[src/rtl/lock_controller.sv]
`default_nettype none
// ============================================================================
// lock_controller : sequencing FSM for the combination-lock datapath
// Rev 1.0
// ============================================================================
module lock_controller #(
  parameter int unsigned DIGITS      = 4,
  parameter int unsigned MAX_FAIL    = 3,
  parameter int unsigned OPEN_CYCLES = 500000000,
  parameter int unsigned LOCK_CYCLES = 1000000000,
  parameter int unsigned TMR_W       = 32
) (
  input  logic       clk_i,
  input  logic       rst_ni,
  input  logic       validate_i,
  input  logic       cancel_i,
  input  logic       lock_i,
  input  logic       change_code_i,
  input  logic       pass_i,
  input  logic       reverse_i,
  output logic       shift_a_o,
  output logic       shift_b_o,
  output logic       reset_a_o,
  output logic       unlocked_o,
  output logic       alarm_o,
  output logic       locked_out_o,
  output logic [2:0] digit_count_o,
  output logic [2:0] fail_count_o
);

  typedef enum logic [2:0] {
    S_CLEAR   = 3'd0,
    S_ENTRY   = 3'd1,
    S_CHECK   = 3'd2,
    S_OPEN    = 3'd3,
    S_DURESS  = 3'd4,
    S_PROGRAM = 3'd5,
    S_LOCKOUT = 3'd6
  } state_e;

  localparam logic [2:0]       DIGIT_LAST = 3'(DIGITS - 1);
  localparam logic [2:0]       DIGIT_FULL = 3'(DIGITS);
  localparam logic [2:0]       FAIL_LAST  = 3'(MAX_FAIL - 1);
  localparam logic [2:0]       FAIL_MAX   = 3'(MAX_FAIL);
  localparam logic [TMR_W-1:0] OPEN_LAST  = TMR_W'(OPEN_CYCLES - 1);
  localparam logic [TMR_W-1:0] LOCK_LAST  = TMR_W'(LOCK_CYCLES - 1);

  state_e           state_q, state_d;
  logic [TMR_W-1:0] timer_q, timer_d;
  logic [2:0]       digit_q, digit_d;
  logic [2:0]       fail_q,  fail_d;

  always_ff @(posedge clk_i or negedge rst_ni) begin
    if (!rst_ni) begin
      state_q <= S_CLEAR;
      timer_q <= '0;
      digit_q <= '0;
      fail_q  <= '0;
    end else begin
      state_q <= state_d;
      timer_q <= timer_d;
      digit_q <= digit_d;
      fail_q  <= fail_d;
    end
  end

  always_comb begin
    state_d = state_q;
    timer_d = timer_q;
    digit_d = digit_q;
    fail_d  = fail_q;
    unique case (state_q)
      S_CLEAR: begin
        state_d = S_ENTRY;
      end
      S_ENTRY: begin
        if (cancel_i) begin
          state_d = S_CLEAR;
        end else if (validate_i) begin
          if (digit_q == DIGIT_LAST) begin
            digit_d = DIGIT_FULL;
            state_d = S_CHECK;
          end else begin
            digit_d = digit_q + 3'd1;
          end
        end
      end
      S_CHECK: begin
        if (pass_i) begin
          fail_d  = '0;
          state_d = S_OPEN;
        end else if (reverse_i) begin
          fail_d  = '0;
          state_d = S_DURESS;
        end else if (fail_q == FAIL_LAST) begin
          fail_d  = FAIL_MAX;
          state_d = S_LOCKOUT;
        end else begin
          fail_d  = fail_q + 3'd1;
          state_d = S_CLEAR;
        end
      end
      S_OPEN, S_DURESS: begin
        if (lock_i || (timer_q == OPEN_LAST)) begin
          state_d = S_CLEAR;
        end else if (change_code_i && (state_q == S_OPEN)) begin
          state_d = S_PROGRAM;
        end else begin
          timer_d = timer_q + TMR_W'(1);
        end
      end
      S_PROGRAM: begin
        // Cancel/Lock deliberately not decoded: B must never be left half-written.
        if (validate_i) begin
          if (digit_q == DIGIT_LAST) begin
            state_d = S_CLEAR;
          end else begin
            digit_d = digit_q + 3'd1;
          end
        end
      end
      S_LOCKOUT: begin
        if (timer_q == LOCK_LAST) begin
          fail_d  = '0;
          state_d = S_CLEAR;
        end else begin
          timer_d = timer_q + TMR_W'(1);
        end
      end
      default: begin
        state_d = S_CLEAR;
      end
    endcase

    // Every state change restarts the timer and digit count; only CHECK keeps the full count.
    if (state_d != state_q) begin
      timer_d = '0;
      if (state_d != S_CHECK) begin
        digit_d = '0;
      end
    end
  end

  assign shift_a_o     = (state_q == S_ENTRY);
  assign shift_b_o     = (state_q == S_PROGRAM);
  assign reset_a_o     = (state_q == S_CLEAR);
  assign unlocked_o    = (state_q == S_OPEN) || (state_q == S_DURESS);
  assign alarm_o       = (state_q == S_DURESS);
  assign locked_out_o  = (state_q == S_LOCKOUT);
  assign digit_count_o = digit_q;
  assign fail_count_o  = fail_q;

endmodule
`default_nettype wire

[config.mk]
export PLATFORM = sky130hd
export DESIGN_NAME = lock_controller
export DESIGN_NICKNAME = d
export VERILOG_FILES = /design/src/rtl/lock_controller.sv
export SDC_FILE = /design/constraint.sdc
export NUM_CORES = 1
export LEC_CHECK = 0
export ABC_AREA = 1
export CORE_MARGIN = 2
export CORE_UTILIZATION = 64
export CTS_CLUSTER_SIZE = 28
export DETAILED_ROUTE_END_ITERATION = 10
export MAX_ROUTING_LAYER = met4
export PLACE_DENSITY = 0.86
export SYNTH_ARGS = -nofsm -noshare
export SYNTH_HDL_FRONTEND = slang
export SYNTH_SLANG_ARGS = --single-unit
[constraint.sdc]
create_clock -name clk_i -period 3.5 [get_ports clk_i]
set_clock_uncertainty 0.15 [all_clocks]
set_input_delay 0.875 -clock clk_i [delete_from_list [all_inputs] [get_ports clk_i]]
set_output_delay 0.875 -clock clk_i [all_outputs]
set_load 0.1 [all_outputs]
==> qor.yml <==
power_and_ir_drop:
  pleak_nw: 1.463
  share_seq_of_total_power_pct: 37.3
  switching_share_pct: 46.12
  internal_power_of_the_cells_uw: 760.4
  vdd_drop_max_mv: 0.3969
  combinational_share_of_power_pct: 41.3
  power-per-cell-area_nw_per_um2: 443.1
  clkPwrFrac_pct: 21.4
  power_switching_uw: 650.9
grt:
  overall_overflow_remaining_after_global_route: 0
  groute.usage.overall_pct: 28.29
  grt_pass1_vias: 2598
  first_pass_grt_wire_length_um: 11260
  grt_max_degree: 42
  initial_antenna_violation_count: 0
clocking:
  tritoncts_num_sinks: 41
  cts.htree.levels: 2
  post_cts.resized_instances: 0
  worst_skew_pair.late_latency_ps: 300
  tritoncts.num_buffers: 5
  cts_post_setup_buffers_inserted: 0
  clk_root_buffer_cell: "clkbuf_8"
  cts_hold_buffers: 0
  tritoncts: "done"
  ctsLongestPathBuffers: 2
  clk_pin_slew_ps: 90
synth:
  post_synth_top_area_share_pct: 34.95
  synthTopCellsByArea: "dfrtp_1, nand2_1, nor2_1, inv_1, xor2_1"
  synthesis.nets: 433
  synth_seq_cells: 41
  dominantRegCellSynth: "dfrtp_1"
  synthesis.instances: 418
  syn_area_um2: 2935
  synth-seq-area-share_pct: 34.95
  synth_largest_area_cell: "dfrtp_1"
  ys.warnings.count: 0
  post_synth.cell_area_avg_um2: 7.022
  synth_edf_count: 0
  synth_cell_type_count: 37
  ys_async_sr_fraction_pct: 100.0
layout:
  final_layout_size_suffix_gt1_share_pct: 12.95
  antenna-diode-count: 0
  layout_commonest_cell: "nand2_1"
  finalCoreUtilization_pct: 72.66
  final_design_area_no_fill_um2: 3186
  finalNetCount: 454
  finalNonFillerCells: 492
  layout.cells.most_common_list: "nand2_1, nor2_1, inv_1"
  area_growth_syn_to_layout_pct: 8.525
  filler_cell_count: 353
detailed_routing:
  routed-via-count: 2709
  post_drt_via_cell_ratio: 5.506
  drt_pass1_iterations: 5
  drtAntennaViolNets: 0
  drcViolationCount: 0
  routed_wire_length_per_instance_um: 13.10
  detailedRoute.firstIterationViolations: 257
  finalWirelength_um: 6444
placed_design:
  replace_congestion: 0.9571
  place_area_um2: 3103
  detailedPlacementHpwl_um: 4649
  numPlacedInstances: 484
  portBuffers: 19
  place_ws_ps: 538.6
floorplanning:
  dieArea_um2: 5144
  core.rowCount: 24
  die_width_um: 71.73
  ios: 20
  start_util_pct: 66.95
  die_height_um: 71.73
  core_region_area_um2: 4384
worst_hold_path:
  min_to: "timer_q[31]"
  holdPathStages: 3
  min_path_type: "register to register"
  hp-start: "timer_q[31]"
timing:
  period_minus_slack_ps: 2773
  period_share_pct: 79.24
  rsz0062_at_grt: "false"
  worstMarginPinSlew_ps: 916.3
  headroom_to_the_max_slew_limit_pct: 38.92
  fmax_mhz: 360.6
  final_max_slew_viol_count: 0
  totalNegativeSetupSlack_ps: 0
  timing.final.ws_setup_ps: 726.7
  setup_violations: 0
  report.final.hold_viol_count: 0
critical_path:
  r2r_slack_ps: 780
  r2r_path_start: "timer_q[0]"
  end_kind: "register"
  worst-endpoint-required_ps: 3560
  worstSetupStartpointType: "input port"
  worst_ep_arrival_time_ps: 2840
  r2r-end: "timer_q[17]"
  category_of_the_most_critical_setup_path: "input port to register"
  critical_path_peak_fanout: 12
  timing.reg2reg.worst_path_depth: 12
run_status:
  status: "completed"
run:
  max_cap_viol_count: 0
==> synth_stat cells (2+ instances only) <==
cell type / instances
xor2_1: 19
inv_2: 3
nand4_1: 12
inv_1: 59
nor2_2: 5
nor2_4: 2
dfrtp_1: 41
nand2_2: 11
nand3_4: 2
a21oi_1: 7
nand3_2: 3
o21ai_1: 3
ha_1: 7
nor3_1: 8
o22ai_1: 2
o21ai_0: 10
nand2_1: 95
buf_6: 4
nor2_1: 83
nand3_1: 23
nor3_2: 2
clkinv_2: 2
==> metrics by stage <==
stage                     total power [mW]  hold WS, ps
final                                1.411        410.1
after detailed placement             1.115        396.7
after floorplan                      1.040        351.0
after global routing                 1.485        440.1
after global placement               1.106        374.5
after CTS                            1.415        408.9
==> registers in the layout, indices dropped and copies added, names as in the netlist <==
name,flops
timer_q,32
digit_count_o,3
fail_count_o,3
state_q,3
==> worst max-delay path, stage by stage <==
cell and delay (ps):
clkdlybuf4s50_1 430, nand3_1 110, o21ai_1 70, inv_1 80, nand2_2 80, a21oi_2 540, nand2_1 220, o21ai_0 270
nand2_1 70, nor2_1 90
==> worst max-delay path by stage <==
stage / start / endpoint / slack (ps) / depth (start not counted)
after floorplan: state_q[1] / timer_q[21] / 890 / 9
after global placement: validate_i / timer_q[22] / 600 / 8
after detailed placement: change_code_i / timer_q[17] / 540 / 10
after CTS: change_code_i / timer_q[17] / 790 / 10
after global routing: timer_q[0] / timer_q[17] / 570 / 12
final: change_code_i / timer_q[17] / 730 / 10
==> area by class of cell <==
cell class              instances  area, µm²  area share (%)
repair buffers                 19      155.1           4.870
clock inverters                 2      10.01          0.3142
inverters                      65      249.0           7.816
well taps                      52      65.06           2.042
clock buffers                   6      72.57           2.278
flip-flops and latches         41       1026           32.21
multi-input cells             307       1608           50.47
==> routing by layer <==
metal | track usage (%) | up-vias | part of all wire (%)
li1 | - | 1353 | -
met1 | 38.59 | 1226 | 46
met2 | 43.83 | 113 | 45
met3 | 4.079 | 17 | 7.0
met4 | 9.015 | 0 | 2.3
met5 | - | - | 0
==> kinds of logic after synthesis <==
family / share of synthesized area (%)
AND/OR/NAND/NOR: 39.77
buffers and inverters: 10.27
XOR/XNOR: 5.968
AO/OA/AOI/OAI: 6.053
adder cells (fa/ha/maj): 2.984
flip-flops: 34.95
==> power by group through the flow <==
stage	clock network, mW	logic, mW	registers [mW]
5_1_grt	0.322	0.634	0.529
3_3_place_gp	0	0.572	0.534
4_1_cts	0.305	0.583	0.526
2_1_floorplan	0	0.407	0.633
3_5_place_dp	0	0.579	0.535
6_report	0.301	0.583	0.527
Note: power is estimated with default switching activity, not from simulation.
